## src/rtl/id_decode_queue_if.sv

```systemverilog
// rtl/id_decode_queue_if.sv - fetch-side and execute-side handshake bundle for id_decode_queue
interface id_decode_queue_if #(
   parameter int DEPTH = 4,
   parameter int PC_W  = 32
);
   localparam int CNT_W = $clog2(DEPTH) + 1;

   // Redirect (branch, trap, mret) discard
   logic             flush;

   // Fetch side
   logic             in_valid;
   logic             in_ready;
   logic [31:0]      in_ir;
   logic [PC_W-1:0]  in_pc;

   // Execute side
   logic             out_valid;
   logic             out_ready;
   logic [31:0]      out_ir;
   logic [PC_W-1:0]  out_pc;
   logic [31:0]      out_imm;
   logic             out_wr_reg_n;
   logic             out_wr_csr_n;
   logic             out_illegal;

   // Occupancy
   logic [CNT_W-1:0] count;

   // Decode queue view
   modport slave (
      input  flush,
      input  in_valid,
      output in_ready,
      input  in_ir,
      input  in_pc,
      output out_valid,
      input  out_ready,
      output out_ir,
      output out_pc,
      output out_imm,
      output out_wr_reg_n,
      output out_wr_csr_n,
      output out_illegal,
      output count
   );

   // Fetch/execute/redirect view
   modport master (
      output flush,
      output in_valid,
      input  in_ready,
      output in_ir,
      output in_pc,
      input  out_valid,
      output out_ready,
      input  out_ir,
      input  out_pc,
      input  out_imm,
      input  out_wr_reg_n,
      input  out_wr_csr_n,
      input  out_illegal,
      input  count
   );
endinterface

```

## src/rtl/id_decode_queue.sv

```systemverilog
// rtl/id_decode_queue.sv - decode-on-entry instruction queue between fetch and execute (optional RV32M_EN)
module id_decode_queue #(
   parameter int DEPTH = 4,
   parameter int PC_W  = 32
) (
   input logic              clk,
   input logic              rst,
   id_decode_queue_if.slave bus
);
   localparam int PTR_W = $clog2(DEPTH);
   localparam int CNT_W = PTR_W + 1;

   localparam logic [PTR_W-1:0] PTR_ONE  = PTR_W'(1);
   localparam logic [CNT_W-1:0] CNT_ONE  = CNT_W'(1);
   localparam logic [CNT_W-1:0] CNT_FULL = CNT_W'(DEPTH);

   localparam logic [6:0] OPC_LUI    = 7'b0110111;
   localparam logic [6:0] OPC_AUIPC  = 7'b0010111;
   localparam logic [6:0] OPC_JAL    = 7'b1101111;
   localparam logic [6:0] OPC_JALR   = 7'b1100111;
   localparam logic [6:0] OPC_BRANCH = 7'b1100011;
   localparam logic [6:0] OPC_LOAD   = 7'b0000011;
   localparam logic [6:0] OPC_STORE  = 7'b0100011;
   localparam logic [6:0] OPC_OP_IMM = 7'b0010011;
   localparam logic [6:0] OPC_OP     = 7'b0110011;
   localparam logic [6:0] OPC_SYSTEM = 7'b1110011;

   localparam logic [31:0] IR_ECALL = 32'h0000_0073;
   localparam logic [31:0] IR_MRET  = 32'h3020_0073;

   localparam logic [6:0] F7_ZERO = 7'b0000000;
   localparam logic [6:0] F7_ALT  = 7'b0100000;

   // Instruction fields of the incoming word
   logic [6:0] w_opcode;
   logic [4:0] w_rd;
   logic [2:0] w_funct3;
   logic [4:0] w_rs1;
   logic [6:0] w_funct7;

   assign w_opcode = bus.in_ir[6:0];
   assign w_rd     = bus.in_ir[11:7];
   assign w_funct3 = bus.in_ir[14:12];
   assign w_rs1    = bus.in_ir[19:15];
   assign w_funct7 = bus.in_ir[31:25];

   // Immediate formats
   logic [31:0] w_imm_i;
   logic [31:0] w_imm_s;
   logic [31:0] w_imm_b;
   logic [31:0] w_imm_u;
   logic [31:0] w_imm_j;
   logic [31:0] w_imm_shamt;
   logic [31:0] w_imm_csr;

   assign w_imm_i     = {{20{bus.in_ir[31]}}, bus.in_ir[31:20]};
   assign w_imm_s     = {{20{bus.in_ir[31]}}, bus.in_ir[31:25], bus.in_ir[11:7]};
   assign w_imm_b     = {{20{bus.in_ir[31]}}, bus.in_ir[7], bus.in_ir[30:25], bus.in_ir[11:8], 1'b0};
   assign w_imm_u     = {bus.in_ir[31:12], 12'b0};
   assign w_imm_j     = {{12{bus.in_ir[31]}}, bus.in_ir[19:12], bus.in_ir[20], bus.in_ir[30:21], 1'b0};
   assign w_imm_shamt = {27'b0, bus.in_ir[24:20]};
   assign w_imm_csr   = {20'b0, bus.in_ir[31:20]};

   // Multiply/divide group on the OP opcode
   logic w_op_muldiv;
`ifdef RV32M_EN
   assign w_op_muldiv = (w_funct7 == 7'b0000001);
`else
   assign w_op_muldiv = 1'b0;
`endif

   // Decoder results for the incoming word
   logic [31:0] w_dec_imm;
   logic        w_dec_illegal;
   logic        w_rd_class;
   logic        w_csr_class;
   logic        w_dec_wr_reg_n;
   logic        w_dec_wr_csr_n;

   // Per-opcode immediate selection, legality and write-class classification
   always_comb begin
      w_dec_imm     = 32'b0;
      w_dec_illegal = 1'b0;
      w_rd_class    = 1'b0;
      w_csr_class   = 1'b0;
      case (w_opcode)
         OPC_LUI, OPC_AUIPC: begin
            w_dec_imm  = w_imm_u;
            w_rd_class = 1'b1;
         end
         OPC_JAL: begin
            w_dec_imm  = w_imm_j;
            w_rd_class = 1'b1;
         end
         OPC_JALR: begin
            w_dec_imm     = w_imm_i;
            w_rd_class    = 1'b1;
            w_dec_illegal = (w_funct3 != 3'b000);
         end
         OPC_BRANCH: begin
            w_dec_imm     = w_imm_b;
            w_dec_illegal = (w_funct3 == 3'b010) || (w_funct3 == 3'b011);
         end
         OPC_LOAD: begin
            w_dec_imm     = w_imm_i;
            w_rd_class    = 1'b1;
            w_dec_illegal = (w_funct3 == 3'b011) || (w_funct3 == 3'b110) || (w_funct3 == 3'b111);
         end
         OPC_STORE: begin
            w_dec_imm     = w_imm_s;
            w_dec_illegal = (w_funct3 > 3'b010);
         end
         OPC_OP_IMM: begin
            w_rd_class = 1'b1;
            if (w_funct3 == 3'b001) begin
               // SLLI: only the plain encoding exists
               w_dec_imm     = w_imm_shamt;
               w_dec_illegal = (w_funct7 != F7_ZERO);
            end else if (w_funct3 == 3'b101) begin
               // SRLI/SRAI share funct3; funct7 picks logical vs arithmetic
               w_dec_imm     = w_imm_shamt;
               w_dec_illegal = (w_funct7 != F7_ZERO) && (w_funct7 != F7_ALT);
            end else begin
               w_dec_imm = w_imm_i;
            end
         end
         OPC_OP: begin
            w_rd_class = 1'b1;
            if ((w_funct3 == 3'b000) || (w_funct3 == 3'b101)) begin
               // ADD/SUB and SRL/SRA allow the alternate funct7
               w_dec_illegal = (w_funct7 != F7_ZERO) && (w_funct7 != F7_ALT) && !w_op_muldiv;
            end else begin
               w_dec_illegal = (w_funct7 != F7_ZERO) && !w_op_muldiv;
            end
         end
         OPC_SYSTEM: begin
            w_dec_imm = w_imm_csr;
            if (w_funct3 == 3'b000) begin
               w_dec_illegal = (bus.in_ir != IR_ECALL) && (bus.in_ir != IR_MRET);
            end else if (w_funct3 == 3'b100) begin
               w_dec_illegal = 1'b1;
            end else begin
               // CSR access: a CSRRS with rs1=x0 is a pure read
               w_rd_class  = 1'b1;
               w_csr_class = !((w_funct3 == 3'b010) && (w_rs1 == 5'd0));
            end
         end
         default: begin
            w_dec_illegal = 1'b1;
         end
      endcase
   end

   assign w_dec_wr_reg_n = !(!w_dec_illegal && (w_rd != 5'd0) && w_rd_class);
   assign w_dec_wr_csr_n = !(!w_dec_illegal && w_csr_class);

   // Queue state
   logic [PTR_W-1:0] r_head;
   logic [PTR_W-1:0] r_tail;
   logic [CNT_W-1:0] r_count;

   logic [31:0]     r_ir_mem    [DEPTH];
   logic [PC_W-1:0] r_pc_mem    [DEPTH];
   logic [31:0]     r_imm_mem   [DEPTH];
   logic            r_wrreg_mem [DEPTH];
   logic            r_wrcsr_mem [DEPTH];
   logic            r_ill_mem   [DEPTH];

   logic w_in_ready;
   logic w_out_valid;
   logic w_push;
   logic w_pop;

   assign w_in_ready  = (r_count < CNT_FULL);
   assign w_out_valid = (r_count != '0);
   assign w_push      = bus.in_valid && w_in_ready && !bus.flush;
   assign w_pop       = w_out_valid && bus.out_ready && !bus.flush;

   // Pointer and occupancy update; flush wins over any push or pop
   always_ff @(posedge clk or posedge rst) begin
      if (rst) begin
         r_head  <= '0;
         r_tail  <= '0;
         r_count <= '0;
      end else if (bus.flush) begin
         r_head  <= '0;
         r_tail  <= '0;
         r_count <= '0;
      end else begin
         if (w_push) begin
            r_tail <= r_tail + PTR_ONE;
         end
         if (w_pop) begin
            r_head <= r_head + PTR_ONE;
         end
         if (w_push && !w_pop) begin
            r_count <= r_count + CNT_ONE;
         end else if (w_pop && !w_push) begin
            r_count <= r_count - CNT_ONE;
         end
      end
   end

   // Entry storage captures the decoded record at the tail on push
   always_ff @(posedge clk) begin
      if (w_push) begin
         r_ir_mem[r_tail]    <= bus.in_ir;
         r_pc_mem[r_tail]    <= bus.in_pc;
         r_imm_mem[r_tail]   <= w_dec_imm;
         r_wrreg_mem[r_tail] <= w_dec_wr_reg_n;
         r_wrcsr_mem[r_tail] <= w_dec_wr_csr_n;
         r_ill_mem[r_tail]   <= w_dec_illegal;
      end
   end

   // Head presentation, forced to idle values while the queue is empty
   always_comb begin
      bus.out_ir       = 32'b0;
      bus.out_pc       = '0;
      bus.out_imm      = 32'b0;
      bus.out_wr_reg_n = 1'b1;
      bus.out_wr_csr_n = 1'b1;
      bus.out_illegal  = 1'b0;
      if (w_out_valid) begin
         bus.out_ir       = r_ir_mem[r_head];
         bus.out_pc       = r_pc_mem[r_head];
         bus.out_imm      = r_imm_mem[r_head];
         bus.out_wr_reg_n = r_wrreg_mem[r_head];
         bus.out_wr_csr_n = r_wrcsr_mem[r_head];
         bus.out_illegal  = r_ill_mem[r_head];
      end
   end

   assign bus.in_ready  = w_in_ready;
   assign bus.out_valid = w_out_valid;
   assign bus.count     = r_count;

endmodule

```

## src/flat_wrapper.sv

```systemverilog
// flat-port wrapper written by rule: the top's interface ports become plain ports
module id_decode_queue_flat 
#(
   parameter int DEPTH = 4,
   parameter int PC_W  = 32
)
  (clk, rst, bus_flush, bus_in_valid, bus_in_ready, bus_in_ir, bus_in_pc, bus_out_valid, bus_out_ready, bus_out_ir, bus_out_pc, bus_out_imm, bus_out_wr_reg_n, bus_out_wr_csr_n, bus_out_illegal, bus_count);
  id_decode_queue_if #(.DEPTH(DEPTH), .PC_W(PC_W)) bus_i ();
  input logic clk;
  input logic rst;
  input wire logic [$bits(bus_i.flush)-1:0] bus_flush;
  input wire logic [$bits(bus_i.in_valid)-1:0] bus_in_valid;
  output wire logic [$bits(bus_i.in_ready)-1:0] bus_in_ready;
  input wire logic [$bits(bus_i.in_ir)-1:0] bus_in_ir;
  input wire logic [$bits(bus_i.in_pc)-1:0] bus_in_pc;
  output wire logic [$bits(bus_i.out_valid)-1:0] bus_out_valid;
  input wire logic [$bits(bus_i.out_ready)-1:0] bus_out_ready;
  output wire logic [$bits(bus_i.out_ir)-1:0] bus_out_ir;
  output wire logic [$bits(bus_i.out_pc)-1:0] bus_out_pc;
  output wire logic [$bits(bus_i.out_imm)-1:0] bus_out_imm;
  output wire logic [$bits(bus_i.out_wr_reg_n)-1:0] bus_out_wr_reg_n;
  output wire logic [$bits(bus_i.out_wr_csr_n)-1:0] bus_out_wr_csr_n;
  output wire logic [$bits(bus_i.out_illegal)-1:0] bus_out_illegal;
  output wire logic [$bits(bus_i.count)-1:0] bus_count;
  assign bus_i.flush = bus_flush;
  assign bus_i.in_valid = bus_in_valid;
  assign bus_in_ready = bus_i.in_ready;
  assign bus_i.in_ir = bus_in_ir;
  assign bus_i.in_pc = bus_in_pc;
  assign bus_out_valid = bus_i.out_valid;
  assign bus_i.out_ready = bus_out_ready;
  assign bus_out_ir = bus_i.out_ir;
  assign bus_out_pc = bus_i.out_pc;
  assign bus_out_imm = bus_i.out_imm;
  assign bus_out_wr_reg_n = bus_i.out_wr_reg_n;
  assign bus_out_wr_csr_n = bus_i.out_wr_csr_n;
  assign bus_out_illegal = bus_i.out_illegal;
  assign bus_count = bus_i.count;
  id_decode_queue #(.DEPTH(DEPTH), .PC_W(PC_W)) u_core (.clk(clk), .rst(rst), .bus(bus_i));
endmodule
```

## config.mk

```make
export PLATFORM = sky130hd
export DESIGN_NAME = id_decode_queue_flat
export DESIGN_NICKNAME = d
export VERILOG_FILES = /design/src/rtl/id_decode_queue_if.sv /design/src/rtl/id_decode_queue.sv /design/src/flat_wrapper.sv
export SDC_FILE = /design/constraint.sdc
export NUM_CORES = 1
export LEC_CHECK = 0
export CORE_MARGIN = 4
export CORE_UTILIZATION = 40
export DETAILED_ROUTE_END_ITERATION = 12
export SLEW_MARGIN = 20
export SYNTH_ARGS = -nofsm -noshare
export SYNTH_HDL_FRONTEND = slang
export SYNTH_SLANG_ARGS = --single-unit
```

## constraint.sdc

```tcl
create_clock -name clk -period 11.6 [get_ports clk]
set_clock_uncertainty 0.05 [all_clocks]
set_input_delay 2.32 -clock clk [delete_from_list [all_inputs] [get_ports clk]]
set_output_delay 2.32 -clock clk [all_outputs]
set_load 0.02 [all_outputs]
```

==> impl_summary.md <==
Drt
After detailed routing, the number of vias per cell comes to 5.23. Before antenna repair, the detailed router went through 5 iterations. The wire length per cell is approximately 23 µm. The remaining design rule violation count is 0. The detailed router's first-iteration violation count is 498. The routed design has 35700 µm of wire. The via count is 8103. The count of nets left with antenna violations once routing finished came out at 0.

Setup path
The kind of start point of the critical path is a register. The required time at the worst-slack endpoint is 9.23 ns. At the worst endpoint, the arrival time is 4.28 ns. The path depth of the worst reg2reg path is 7.

The largest individual stage delay along the critical path comes from the cell sky130_fd_sc_hd__dfrtp_4. The maximum fanout along the worst path is 38. The signal on the critical path passes through buf_4 -> buf_4 -> mux4_2 -> and2_1 -> clkdlybuf4s50_1.

The largest single stage delay on the critical path is just under 0.9 ns. The nature of the critical path endpoint is a primary output. The path type of the worst setup path is register to primary output. Among the stages of the critical path, the cell type that occurs most often is sky130_fd_sc_hd__buf_4.

Timing
Setup repair after global routing left no endpoint under its margin. The achievable frequency is 0.150 GHz. The shortest period the worst path allows is ~6.6 ns. The number of failing hold endpoints at the final stage was 0. For the pin with the worst max-slew slack, the measured transition is about 1 ns.

The count of pins over their slew limit is 0. The share of the cycle needed by the critical path after routing is 0.573. The setup TNS is 0 ns. The headroom to the max-slew limit is 0.352. The number of setup violations in the final report is 0. Setup slack on the critical path of the routed design comes to around 5.0 ns.

Power and ir drop
Of the total power, combinational logic draws 0.321. The net switching power figure is 0.00135 W. The total power divided by cell area is between 200 and 250 nW/µm². The worst IR drop on VDD is 0.121 mV. Cell internal power was estimated by the tool at about 0.0032 W. Of the total power, registers draw 0.390. For this design the static power due to leakage is 6.40 nW.

The switching fraction of total power is 0.298. The part of the power in the clock network is 0.289.

Outcome
The run finished with clean final reports.

GRT
For this run, global-route usage on met1 was measured as 0.221. The global routing met3 resource utilization is 0.0342. The via count of the first global-routing pass is between 8000 and 9000. The total overflow left after global routing is 0. The global-route met2 utilization is 0.268.

The total global routing track utilization is 0.161. The largest net degree at the start of global routing is 62. The layer flagged by global routing as most heavily used is met2. The number of antenna violations at the first check in global routing is 1.

The first global-routing pass estimated around 54000 µm of wire.

Layout
The net count of the finished layout is 1064. Fill cells in the final layout number approximately 3400. The growth of design area from synthesis to finish is 22.7%. The number of diodes added for antenna fixing is 0.

The top cell types in the final layout, fill and taps aside, are 396 x sky130_fd_sc_hd__edfxtp_1, 172 x sky130_fd_sc_hd__clkdlybuf4s50_1, 107 x sky130_fd_sc_hd__and2_1. Of the cells placed in the final design, the portion with a size suffix greater than 1 is 0.182. Leaving out fill and tap cells, the most frequent cell in the layout is sky130_fd_sc_hd__edfxtp_1.

Synthesis
The sequential-to-total area share from yosys stat is 0.748. The simple-gate share of the synthesized area is 0.0673. The number of nets in the synthesized netlist is roughly 880. After synthesis, the largest family of logic cells by area is multiplexers. The compound-cell area share of the yosys netlist is 0.0247. The number of warnings printed during yosys synthesis is 0. The flip-flop and latch count after synthesis is around 400.

In this run, distinct cell masters in the synthesized netlist total 45. After synthesis, the mean cell area works out to ~20 µm². In this run, synthesis inferred approximately 400 flip-flops with an integrated enable. The share of synthesized cell area in full adder, half adder and majority cells is 0.00434.

The share of synthesized flip-flops with an asynchronous set or reset is 0.0174. Of the total synthesized cell area, the portion taken by XOR and XNOR cells is 0.00326. The synthesized netlist occupies a cell area of 16100 µm². The post-synthesis mux area share is 0.139.

Counting every instance in the synthesized netlist gives ~810. For this run, the leading register cell type out of synthesis is sky130_fd_sc_hd__edfxtp_1.

Clock tree
The worst-skew pair later-pin latency is 0.54 ns. Counting the buffers created by CTS gives 43. The TritonCTS clock tree is yes. The register clock-pin slew on the reported worst setup and hold paths is ~0.06 ns. The clock tree synthesis step divided the H-tree into 2 levels. Buffers added to address setup during post-CTS repair amount to 0. The clock passes through at most 3 buffers. The tree built by TritonCTS fans out to slightly above 400 sinks. The root buffer cell chosen for the clock tree is sky130_fd_sc_hd__clkbuf_16. The number of instances resized during post-cts repair is 0. The number of hold buffers added after CTS was 0.

Floorplanning
In this run the vertical extent of the chip is around 210 µm. The I/O pin count is roughly 170. The area of the die is 43600 µm².

The starting density of the core is 0.405. The die width is 209 µm. The count of standard-cell rows is 73. The area of the placeable core is roughly 40000 µm².

Place
The congestion estimate from routability-driven global placement came to roughly 0.75. The worst-case setup slack after placement is 5.33 ns. The post-DP HPWL is around 21000 µm. In this run the tool buffered the top-level ports with 172 buffer cells.

Min path
The classification of the worst-slack hold path is register to register. The worst hold path was traced through 2 stages.

Job
The tool flagged a number of max-cap violations equal to 0.
==> final timing paths <==
path                                     startpoint                  end  slack (ns)
worst max register to register  u_core.bus.count[2]  u_core.bus.count[1]        7.88
worst min-delay path            u_core.bus.count[0]  u_core.bus.count[0]        0.56
worst min register to register  u_core.bus.count[0]  u_core.bus.count[0]        0.56
max in group asynchronous                       rst     u_core.r_head[1]        9.21
min in group asynchronous                       rst     u_core.r_head[0]        2.03
worst max-delay path               u_core.r_head[0]       bus_out_ir[24]        4.95
==> critical path: cells and delay by family (launching register included) <==
kind	cells	cell delay, ns
and+or+nand+nor	1	0.22
buffers and inverters	3	1.99
muxes	1	0.59
DFF	1	0.87
==> flip-flops by register name, summed over array words and instances, names as in the netlist <==
name and cells:
u_core.bus.count 3, u_core.r_head 2, u_core.r_ill_mem 4, u_core.r_imm_mem 128
u_core.r_ir_mem 128, u_core.r_pc_mem 128, u_core.r_tail 2, u_core.r_wrcsr_mem 4
u_core.r_wrreg_mem 4
==> routing by layer <==
layer	up-vias	share of wire
met1	4228	0.44
met5	-	0.00036
met4	2	0.018
li1	3608	-
met3	54	0.052
met2	211	0.49
==> cells in the mapped netlist (5+ instances only) <==
master,instances,area share
sky130_fd_sc_hd__edfxtp_1,396,0.74
sky130_fd_sc_hd__and2_1,111,0.043
sky130_fd_sc_hd__mux4_2,99,0.14
sky130_fd_sc_hd__clkbuf_1,28,0.0065
sky130_fd_sc_hd__nor2_1,23,0.0054
sky130_fd_sc_hd__a21o_1,20,0.0093
sky130_fd_sc_hd__nand2_1,12,0.0028
sky130_fd_sc_hd__buf_2,11,0.0034
sky130_fd_sc_hd__a21oi_1,10,0.0031
sky130_fd_sc_hd__inv_1,9,0.0021
sky130_fd_sc_hd__nand3_1,8,0.0025
sky130_fd_sc_hd__dfrtp_1,7,0.011
sky130_fd_sc_hd__nor3_1,7,0.0022
sky130_fd_sc_hd__o21ai_0,6,0.0019
sky130_fd_sc_hd__buf_1,5,0.0012
sky130_fd_sc_hd__nor2b_1,5,0.0019
==> per-stage QoR <==
step | util | hold WS, ns | cells | total power (W) | cell area (µm²)
2_1_floorplan | - | 0.512 | 808 | 0.00264 | 16100
3_3_place_gp | 0.463 | 0.541 | 1470 | 0.00329 | 18400
3_5_place_dp | 0.463 | 0.554 | 1470 | 0.00329 | 18400
4_1_cts | 0.497 | 0.566 | 1549 | 0.00461 | 19800
5_1_grt | 0.497 | 0.589 | 1549 | 0.00474 | 19800
6_report | 0.497 | 0.562 | 1549 | 0.00452 | 19800
==> cells by family after synthesis <==
logic type	after synthesis
flops	403
simple gates	187
mux	100
compound gates	54
buf+inv	53
xor+xnor	6
fa+ha+maj	5
==> area by class of cell <==
type	count	area (µm²)	share of cell area
multi-input combinational	352	3870	0.196
clock buffer	56	1180	0.0594
tap	525	657	0.0332
clock inverter	23	184	0.00929
inverter	9	35.0	0.00177
sequential	403	12100	0.610
timing repair buffer	181	1790	0.0904
==> power by group through the flow <==
stage               Sequential [W]  Clock, W  Combinational [W]
floorplan                  0.00175         0           0.000883
global placement           0.00179         0            0.00149
detailed placement         0.00180         0            0.00149
CTS                        0.00177   0.00135            0.00150
global route               0.00178   0.00141            0.00156
finish                     0.00176   0.00131            0.00145
(Power assumes the default switching activity.)
